**src/rtl/osc_pkg.sv**
```systemverilog
`default_nettype none
// ============================================================================
// Module      : osc_pkg
// Description : Shared types and constants for the oscilloscope capture path:
//               sample width, trigger controller state encoding and the
//               acquisition mode encoding.
// Revision    : 1.0 - initial release
// ============================================================================
package osc_pkg;

   localparam int SAMPLE_W = 12;

   typedef enum logic [2:0] {
      ST_IDLE     = 3'd0,
      ST_PRETRIG  = 3'd1,
      ST_ARMED    = 3'd2,
      ST_POSTTRIG = 3'd3,
      ST_HANDOFF  = 3'd4,
      ST_WAIT_RDY = 3'd5
   } state_t;

   // 2'b11 behaves exactly like normal mode.
   typedef enum logic [1:0] {
      MODE_AUTO       = 2'b00,
      MODE_NORMAL     = 2'b01,
      MODE_SINGLE     = 2'b10,
      MODE_NORMAL_ALT = 2'b11
   } mode_t;

endpackage
`default_nettype wire

```
**src/rtl/trig_detect.sv**
```systemverilog
`default_nettype none
// ============================================================================
// Module      : trig_detect
// Description : Level-crossing edge comparator. Remembers the previous
//               accepted sample while enabled and flags a rising or falling
//               crossing of 'level'. The first sample after enable only
//               primes the history and never produces a hit.
// Ports       : clk, rst       - clock, synchronous active-high reset
//               sample, valid  - sample and its qualifier
//               level          - unsigned trigger level
//               edge_sel       - 0 rising, 1 falling
//               enable         - comparator active (ARMED state)
//               hit            - combinational crossing flag for this sample
// Revision    : 1.0 - initial release
// ============================================================================
module trig_detect
   import osc_pkg::*;
(
   input  logic                clk,
   input  logic                rst,
   input  logic [SAMPLE_W-1:0] sample,
   input  logic                valid,
   input  logic [SAMPLE_W-1:0] level,
   input  logic                edge_sel,
   input  logic                enable,
   output logic                hit
);

   logic [SAMPLE_W-1:0] prev;
   logic                prev_ok;
   logic                rise;
   logic                fall;

   // History is dropped whenever the comparator is disabled so that each
   // ARMED period starts without a stale previous sample.
   always_ff @(posedge clk) begin
      if (rst || !enable) begin
         prev    <= '0;
         prev_ok <= 1'b0;
      end else if (valid) begin
         prev    <= sample;
         prev_ok <= 1'b1;
      end
   end

   always_comb begin
      rise = (prev <  level) && (sample >= level);
      fall = (prev >= level) && (sample <  level);
      hit  = enable && valid && prev_ok && (edge_sel ? fall : rise);
   end

endmodule
`default_nettype wire

```
**src/rtl/trigger_ctrl.sv**
```systemverilog
`default_nettype none
// ============================================================================
// Module      : trigger_ctrl
// Description : Oscilloscope acquisition controller. Streams accepted samples
//               into a circular capture buffer, collects a pre-trigger
//               history, waits for a level crossing (or an auto-mode
//               timeout), completes a DEPTH-sample frame and hands it off to
//               the display snapshot buffer.
// Ports       : clk, rst            - clock, synchronous active-high reset
//               sample, sample_valid- ADC sample stream
//               level, edge_sel     - trigger level and edge polarity
//               mode                - 00 auto, 01/11 normal, 10 single
//               arm                 - start pulse (honoured in IDLE only)
//               rom_ready           - snapshot buffer ready
//               wr_en/addr/data     - capture buffer write port
//               start_addr          - oldest sample of the completed frame
//               rom_read            - one-cycle snapshot request
//               busy, triggered, forced - status
// Revision    : 1.0 - initial release
// ============================================================================
module trigger_ctrl
   import osc_pkg::*;
#(
   parameter int DEPTH        = 512,
   parameter int PRE_SAMPLES  = 256,
   parameter int AUTO_TIMEOUT = 4096
)(
   input  logic                     clk,
   input  logic                     rst,
   input  logic [SAMPLE_W-1:0]      sample,
   input  logic                     sample_valid,
   input  logic [SAMPLE_W-1:0]      level,
   input  logic                     edge_sel,
   input  logic [1:0]               mode,
   input  logic                     arm,
   input  logic                     rom_ready,
   output logic                     wr_en,
   output logic [$clog2(DEPTH)-1:0] wr_addr,
   output logic [SAMPLE_W-1:0]      wr_data,
   output logic [$clog2(DEPTH)-1:0] start_addr,
   output logic                     rom_read,
   output logic                     busy,
   output logic                     triggered,
   output logic                     forced
);

   localparam int AW   = $clog2(DEPTH);
   localparam int CW   = $clog2(DEPTH + 1);
   localparam int TW   = $clog2(AUTO_TIMEOUT + 1);
   localparam int POST = DEPTH - PRE_SAMPLES - 1;

   localparam logic [CW-1:0] PRE_LAST  = CW'(PRE_SAMPLES - 1);
   localparam logic [CW-1:0] POST_LAST = CW'((POST > 0) ? POST - 1 : 0);
   localparam logic          NO_POST   = (POST == 0);
   localparam logic [TW-1:0] TO_LIMIT  = TW'(AUTO_TIMEOUT);
   localparam logic [AW-1:0] PRE_OFS   = AW'(PRE_SAMPLES);

   state_t          state;
   state_t          nstate;
   mode_t           cur_mode;

   logic [AW-1:0]   ptr;
   logic [AW-1:0]   trig_addr;
   logic [AW-1:0]   trig_src;
   logic [CW-1:0]   cnt;
   logic [TW-1:0]   tcnt;
   logic [1:0]      wcnt;

   logic            accept;
   logic            hit;
   logic            timeout_hit;
   logic            fire;
   logic            pre_done;
   logic            post_done;

   trig_detect u_trig_detect (
      .clk      (clk),
      .rst      (rst),
      .sample   (sample),
      .valid    (sample_valid),
      .level    (level),
      .edge_sel (edge_sel),
      .enable   (state == ST_ARMED),
      .hit      (hit)
   );

   always_comb begin
      cur_mode    = mode_t'(mode);
      accept      = sample_valid && ((state == ST_PRETRIG) ||
                                     (state == ST_ARMED)   ||
                                     (state == ST_POSTTRIG));
      // A genuine crossing wins over a simultaneous timeout.
      timeout_hit = (cur_mode == MODE_AUTO) && (tcnt >= TO_LIMIT);
      fire        = (state == ST_ARMED) && sample_valid && (hit || timeout_hit);
      pre_done    = (state == ST_PRETRIG) && sample_valid && (cnt == PRE_LAST);
      post_done   = ((state == ST_POSTTRIG) && sample_valid && (cnt == POST_LAST)) ||
                    (fire && NO_POST);
      // With no post-trigger samples the frame closes on the trigger itself,
      // before trig_addr has been loaded.
      trig_src    = fire ? ptr : trig_addr;
   end

   always_ff @(posedge clk) begin
      if (rst) begin
         state <= ST_IDLE;
      end else begin
         state <= nstate;
      end
   end

   always_comb begin
      nstate = state;
      case (state)
         ST_IDLE:     if (arm)       nstate = ST_PRETRIG;
         ST_PRETRIG:  if (pre_done)  nstate = ST_ARMED;
         ST_ARMED:    if (fire)      nstate = NO_POST ? ST_HANDOFF : ST_POSTTRIG;
         ST_POSTTRIG: if (post_done) nstate = ST_HANDOFF;
         ST_HANDOFF:  if (rom_ready) nstate = ST_WAIT_RDY;
         ST_WAIT_RDY: begin
            // wcnt==2 means rom_read was high two cycles ago.
            if (rom_ready && (wcnt == 2'd2)) begin
               nstate = (cur_mode == MODE_SINGLE) ? ST_IDLE : ST_PRETRIG;
            end
         end
         default:     nstate = ST_IDLE;
      endcase
   end

   always_ff @(posedge clk) begin
      if (rst) begin
         wr_en      <= 1'b0;
         wr_addr    <= '0;
         wr_data    <= '0;
         start_addr <= '0;
         rom_read   <= 1'b0;
         busy       <= 1'b0;
         triggered  <= 1'b0;
         forced     <= 1'b0;
         ptr        <= '0;
         trig_addr  <= '0;
         cnt        <= '0;
         tcnt       <= '0;
         wcnt       <= '0;
      end else begin
         wr_en    <= accept;
         rom_read <= (state == ST_HANDOFF) && rom_ready;
         busy     <= (nstate != ST_IDLE);

         if (accept) begin
            wr_addr <= ptr;
            wr_data <= sample;
            ptr     <= ptr + AW'(1);
         end

         // cnt restarts on every phase change of the acquisition.
         if (nstate != state) begin
            cnt <= '0;
         end else if (accept) begin
            cnt <= cnt + CW'(1);
         end

         if ((nstate == ST_PRETRIG) && (state != ST_PRETRIG)) begin
            triggered <= 1'b0;
            forced    <= 1'b0;
            tcnt      <= '0;
         end else if (fire) begin
            trig_addr <= ptr;
            triggered <= 1'b1;
            forced    <= !hit;
         end else if ((state == ST_ARMED) && sample_valid && (tcnt < TO_LIMIT)) begin
            tcnt <= tcnt + TW'(1);
         end

         if ((nstate == ST_HANDOFF) && (state != ST_HANDOFF)) begin
            start_addr <= trig_src - PRE_OFS;
         end

         if (state != ST_WAIT_RDY) begin
            wcnt <= '0;
         end else if (wcnt != 2'd2) begin
            wcnt <= wcnt + 2'd1;
         end
      end
   end

endmodule
`default_nettype wire

```
**config.mk**
```make
export PLATFORM = sky130hd
export DESIGN_NAME = trigger_ctrl
export DESIGN_NICKNAME = d
export VERILOG_FILES = /design/src/rtl/osc_pkg.sv /design/src/rtl/trig_detect.sv /design/src/rtl/trigger_ctrl.sv
export SDC_FILE = /design/constraint.sdc
export NUM_CORES = 1
export LEC_CHECK = 0
export ABC_AREA = 1
export ABC_CLOCK_PERIOD_IN_PS = 2000
export CELL_PAD_IN_SITES_DETAIL_PLACEMENT = 1
export CELL_PAD_IN_SITES_GLOBAL_PLACEMENT = 1
export CORE_ASPECT_RATIO = 0.75
export CORE_MARGIN = 2
export CORE_UTILIZATION = 35
export DETAILED_ROUTE_END_ITERATION = 6
export HOLD_SLACK_MARGIN = 0.03
export PLACE_DENSITY = 0.77
export SLEW_MARGIN = 40
export SYNTH_ARGS = -nofsm -noshare
export SYNTH_HDL_FRONTEND = slang
export SYNTH_HIERARCHICAL = 1
export SYNTH_SLANG_ARGS = --single-unit
```
**constraint.sdc**
```tcl
create_clock -name clk -period 2 [get_ports clk]
set_input_delay 0.3 -clock clk [delete_from_list [all_inputs] [get_ports clk]]
set_output_delay 0.3 -clock clk [all_outputs]
set_load 0.02 [all_outputs]
```
# After elaboration in Yosys (flattened, before gate mapping)
# Index checks and enable logic that the tools add are counted.
# word_totals
mem_bits_ro,0
latchBits,0
ram_bits,0
wordCells,84
inputBits,32
output_inout_bits,35
ff_bits,94
n_memories,0
# op_classes
n_addsub,5
n_mux,10
n_eq_ne,16
shifts,0
order_cmp,6
multipliers,0
div_mod_pow,0
bitwise_logic,1
reduce_logical,30
# op_table
op,count
12-bit greater-or-equal comparator,2
12-bit < comparator,2
"10-bit by 8-bit equality test with 1-bit output, second input constant",2
3-bit two-way mux,6
3-bit case mux with 6 select lines,1
1-bit logical AND,17
"13-bit by 1-bit adder with 13-bit output, second input constant",1
"13-bit greater-or-equal comparator, second input constant",1
"13-bit < comparator, second input constant",1
"10-bit by 1-bit adder with 10-bit output, second input constant",1
"9-bit by 1-bit adder with 9-bit output, second input constant",1
"3-bit equality test, second input constant",3
9-bit two-way mux,1
"9-bit subtractor, second input constant",1
"3-bit by 1-bit equality test with 1-bit output, second input constant",2
"3-bit by 2-bit equality test with 1-bit output, second input constant",2
"3-bit != test, second input constant",2
2-bit OR reduction,3
"2-bit equality test, second input constant",2
1-bit logical OR,4
3-bit zero test,1
"3-bit by 1-bit != test with 1-bit output, second input constant",1
3-bit != test,1
3-bit nonzero test,1
other kinds (7),9

# Longest topological paths before layout
# logic_depth
word_depth,11
ltp_mapped,21
mapped_depth_nobuf,21

# By module
# Netlist, hierarchy kept.
# modules_own_cells
module,seq_area_each_um2,cells_per_inst,area_per_inst_um2,instances
trigger_ctrl,1621.6,461,3440.8,1
trig_detect,260.2,181,1157.4,1

# Worst setup path after synthesis
# No wires, ideal clock.
# synth_timing
kind,input to register
startpoint,in level[11]
endpoint,reg start_addr[4]
cell_stages,20
setup_slack_ps,-87
path_buffers,1
required_time_ps,1884
setup_time_ps,116
t_arrival_ps,1971
cell_sequence,inv_1 > ha_1 > nand2_1 > nor2_2 > nand2_1 > inv_1 > nand2_2 > inv_2 > nor2_1 > nand2_1 > nand2_1 > nand2_1 > nor2_2 > a21oi_1 > inv_1 > nand2_2 > buf_6 > o21ai_0 > o21ai_0 > nor2_1
# synth_between
elab_chain_len,10
elab_cells_between_ends,16
classes_between,add/sub (1); order compare (4); eq/ne (1); mux (4); reduce/logical (6)
# synth_rtl
item,line,rtl
start: declaration,trigger_ctrl.sv:32,"input logic [SAMPLE_W-1:0] level,"
12-bit < comparator (tied with other cells),trig_detect.sv:47,rise = (prev < level) && (sample >= level);
1-bit logical AND (on tied branches),"trig_detect.sv:47, trig_detect.sv:48",
1-bit two-way mux *,trig_detect.sv:49,hit = enable && valid && prev_ok && (edge_sel ? fall : rise);
1-bit logical AND *,trig_detect.sv:49,
named net hit,trigger_ctrl.sv:70,logic hit;
1-bit logical OR *,trigger_ctrl.sv:94,fire = (state == ST_ARMED) && sample_valid && (hit || timeout_hit);
1-bit logical AND *,trigger_ctrl.sv:94,
branches (longest 4 deep; another with 9-bit subtractor),n/a,
end signal: assignment,trigger_ctrl.sv:175,start_addr <= trig_src - PRE_OFS;
end: declaration,trigger_ctrl.sv:40,"output logic [$clog2(DEPTH)-1:0] start_addr,"
# Mark *: on every way through the listed nets, which the timed path passes.
# A chain may end at the register's enable or synchronous reset.

# Worst setup path in the final report
# layout_timing
startpoint,reg u_trig_detect.prev[9]
endpoint,reg tcnt[10]
# layout_between
elab_chain_len,11
elab_cells_between_ends,15
classes_between,order compare (2); eq/ne (1); mux (3); bitwise (1); reduce/logical (8)
# layout_rtl
item,line,rtl
start: declaration,trig_detect.sv:29,logic [SAMPLE_W-1:0] prev;
start signal: assignment,trig_detect.sv:41,prev <= sample;
12-bit < comparator or 12-bit greater-or-equal comparator (tied branches),"trig_detect.sv:47, trig_detect.sv:48",
1-bit logical AND (on tied branches),"trig_detect.sv:47, trig_detect.sv:48",
1-bit two-way mux *,trig_detect.sv:49,
1-bit logical AND *,trig_detect.sv:49,
named net hit,trigger_ctrl.sv:70,
1-bit logical OR *,trigger_ctrl.sv:94,
1-bit logical AND *,trigger_ctrl.sv:94,
3-bit two-way mux,trigger_ctrl.sv:116,ST_ARMED: if (fire) nstate = NO_POST ? ST_HANDOFF : ST_POSTTRIG;
3-bit case mux with 6 select lines,trigger_ctrl.sv:113,case (state)
3-bit by 1-bit equality test with 1-bit output,trigger_ctrl.sv:162,if ((nstate == ST_PRETRIG) && (state != ST_PRETRIG)) begin
1-bit logical AND,trigger_ctrl.sv:162,
2-bit OR reduction (no source line),n/a,
end signal: assignment,trigger_ctrl.sv:171,tcnt <= tcnt + TW'(1);
end: declaration,trigger_ctrl.sv:66,logic [TW-1:0] tcnt;
# The timed path passes the listed nets; every way through them passes the cells marked *.

==> results.cfg <==
[yosys]
ys_seq_elements = 94
synth_compound_area_frac = 0.104
synth_area_leaders = dfxtp_1, nor2_1, nand2_1
muxShareOfSynthArea = 0
synth_xor_area_frac = 0.0305
synthArstFlopShare = 0
yosysSeqAreaShare = 0.409
synthAdderAreaFrac = 0.0789
synth_nets = 703
synth_top_family_by_area = simple AND/OR/NAND/NOR gates
synth_cells = 642
synth.cell_area_um2 = 4600
ys.flop_type = dfxtp_1
synthSimpleGateAreaFrac = 0.289
ys_warn_count = 6
yosysTopAreaCell = dfxtp_1
syn_area_per_cell_um2 = 7.16
ys_types = 38
yosys-top-cells-count = nor2_1, nand2_1, dfxtp_1
synth_edf_count = 0
synth_most_common_cell = nor2_1
synth_top_area_frac = 0.409

[sta]
max_clock_freq_mhz = 389
hold_violations = 0
setup_viol = 45
slew_headroom = 0.521
rsz0062_at_grt = true
finalCritPeriodShare = 1.29
finClkSkew_ps = 6.52
tns_ps = -18890
tightest_slew_ps = 717
fin_ws_ps = -572
fin_crit_ps = 2570
drv_slew = 0

[cells_and_area]
fin_util = 0.526
fillerInstances = 1514
fin_cells = 928
fin_nets = 813
layout-drive-gt1-share = 0.275
n_antenna_cell = 0
area.growth.synth_to_final_pct = 47.9

[critical_path]
cp-end-kind = flop
crit_chain = ha_4 > nand2_4 > nor2_4 > nand2_2 > inv_2 > nand2_2 > inv_2 > nor2_2 > nand2_1 > nand2_1 > nand2_2 > nor2_4 > buf_4 > nor2_4 > nand2_4 > nor2_4 > nand3_2 > xor2_1 > nor2_1
path_common_cell = nor2_4
cp_num_buf_inv = 3
path_class = reg2reg
arrival_ps = 2790
crit_cells = 19
crit_fanout = 5
worstPathRequired_ps = 2220
r2r_setup_slack_ps = -570
cp_slowest_cell = dfxtp_2
max_stage_delay_ps = 340
path_delay_family = simple AND/OR/NAND/NOR gates
cp-start-kind = flop
reg2reg_depth = 19

[hold_path]
whs_path_depth = 3
hold_class = in2reg

[floorplan]
core_area_um2 = 12900
die-area_um2 = 14100
placementRows = 36
io_pins = 67
start_util = 0.356
fp.dieH_um = 103
die_x_um = 136

[route]
drt-total-wl_um = 16900
postRouteAntennaNets = 0
dr.pass1.iters = 4
via_per_inst = 5.06
drcViolationCount = 0
drt-initial-drc-count = 208
via_count = 4693
wire_per_inst_um = 18.2

[clock_network]
cts.reportedPaths.clkPinSlew_ps = 70
ctsHtreeMaxLevel = 3
cts-hold-fix-buffers = 0
cts_tree = done
clk_latency_ps = 340
clock-sinks = 94
root_buffer = clkbuf_16
cts_buffers = 9
cts_buffer_depth = 2

[global_route]
grt_pass1_vias = 5076
grt_max_degree = 22
grt_overflow = 0
antenna_found_initial = 0
grt_usage = 0.230
grt_pass1_wl_um = 25300

[placement]
io_buffers = 66
place.gp.congestion = 0.852
dpl.hpwl_um = 10300
place_inst = 899
pre_cts_slack_ps = -912

[power]
p_per_area_nw_per_um2 = 670
power_mw = 4.56
p_leak_nw = 2.77
ir_drop_mv = 0.544

[job]
cap_viol_max_count = 0

[status]
violations = setup timing
status = finished, violations left
[cells in the final DEF (no fill, tap or decap), types with 3 or more instances in the layout]
cell type / count
a21oi_1: 33
a21oi_2: 8
buf_4: 42
buf_6: 4
bufinv_16: 3
clkbuf_16: 9
clkdlybuf4s50_1: 41
dfxtp_1: 83
dfxtp_2: 11
dlygate4sd2_1: 24
ha_1: 9
ha_4: 20
inv_1: 59
inv_2: 20
nand2_1: 94
nand2_2: 23
nand2_4: 11
nand2_8: 3
nand3_1: 21
nand3_2: 3
nand4_1: 7
nor2_1: 109
nor2_2: 14
nor2_4: 8
nor3_1: 6
o21ai_0: 25
o21ai_1: 8
o21ai_2: 8
o21ai_4: 4
xnor2_1: 5
xor2_1: 10
[timing repair]
action,in CTS,in global routing
pin swaps,44,31
endpoints found under the setup margin,45,48
setup buffers,7,5
gates cloned,3,0
resized for setup,143,41
[metal layers]
metal  vias up  routed length [um]  track usage
li1       2251                   -            -
met1      2314                7120        0.264
met2       100                8680        0.419
met3        28                 716       0.0624
met4         0                 344       0.0729
met5         -                   0            0
[cell families (layout without fill, tap and decap cells)]
logic type | Yosys count | count (layout)
and+or+nand+nor | 311 | 314
xor gates and xnor gates | 16 | 16
AOI/OAI and AO/OA | 92 | 92
buffers and inverters | 100 | 212
adders and majority gates | 29 | 29
DFF | 94 | 94
[power by group]
| group | internal [mW] | switching (mW) |
|---|---|---|
| Sequential | 1.91 | 0.0194 |
| Combinational | 0.248 | 0.342 |
| Clock | 1.29 | 0.748 |
| Total | 3.45 | 1.11 |
[layout make-up]
cell class,count,area (um2),share of cell area
well taps,171,214,0.0315
clock inverters,5,104,0.0153
inverters,82,313,0.0460
multi-input cells,451,2990,0.439
flip-flops and latches,94,1900,0.279
repair buffers,114,1030,0.152
clock buffers,11,253,0.0372
[tightest hold or removal path, cell delays in order]
cell,delay (ps)
dlygate4sd2_1,220
o21ai_0,90
nor2_1,70
[flip-flops by register name, indices dropped and copies added, names as in the netlist]
| signal | cells |
|---|---|
| wr_data | 12 |
| wcnt | 2 |
| busy | 1 |
| wr_addr | 9 |
| forced | 1 |
| ptr | 9 |
| u_trig_detect/prev | 12 |
| tcnt | 13 |
| u_trig_detect/prev_ok | 1 |
| rom_read | 1 |
| triggered | 1 |
| wr_en | 1 |
| state | 3 |
| start_addr | 9 |
| cnt | 10 |
| trig_addr | 9 |
[per-stage QoR]
stage	hold WS [ps]	area, um2
6_report	378	6800
4_1_cts	375	6640
2_1_floorplan	384	4640
3_5_place_dp	450	5720
3_3_place_gp	440	5720
5_1_grt	398	6800
[final timing paths]
check | from | end
setup / recovery | u_trig_detect/prev[9]$_SDFFE_PP0P_ | tcnt[10]$_SDFFE_PP0P_
hold / removal | sample[0] | wr_data[0]$_SDFFE_PP0P_
setup reg to reg | u_trig_detect/prev[9]$_SDFFE_PP0P_ | tcnt[10]$_SDFFE_PP0P_
hold reg to reg | u_trig_detect/prev_ok$_SDFFE_PP0P_ | u_trig_detect/prev_ok$_SDFFE_PP0P_
No activity file was read; power rests on OpenSTA's default activity.
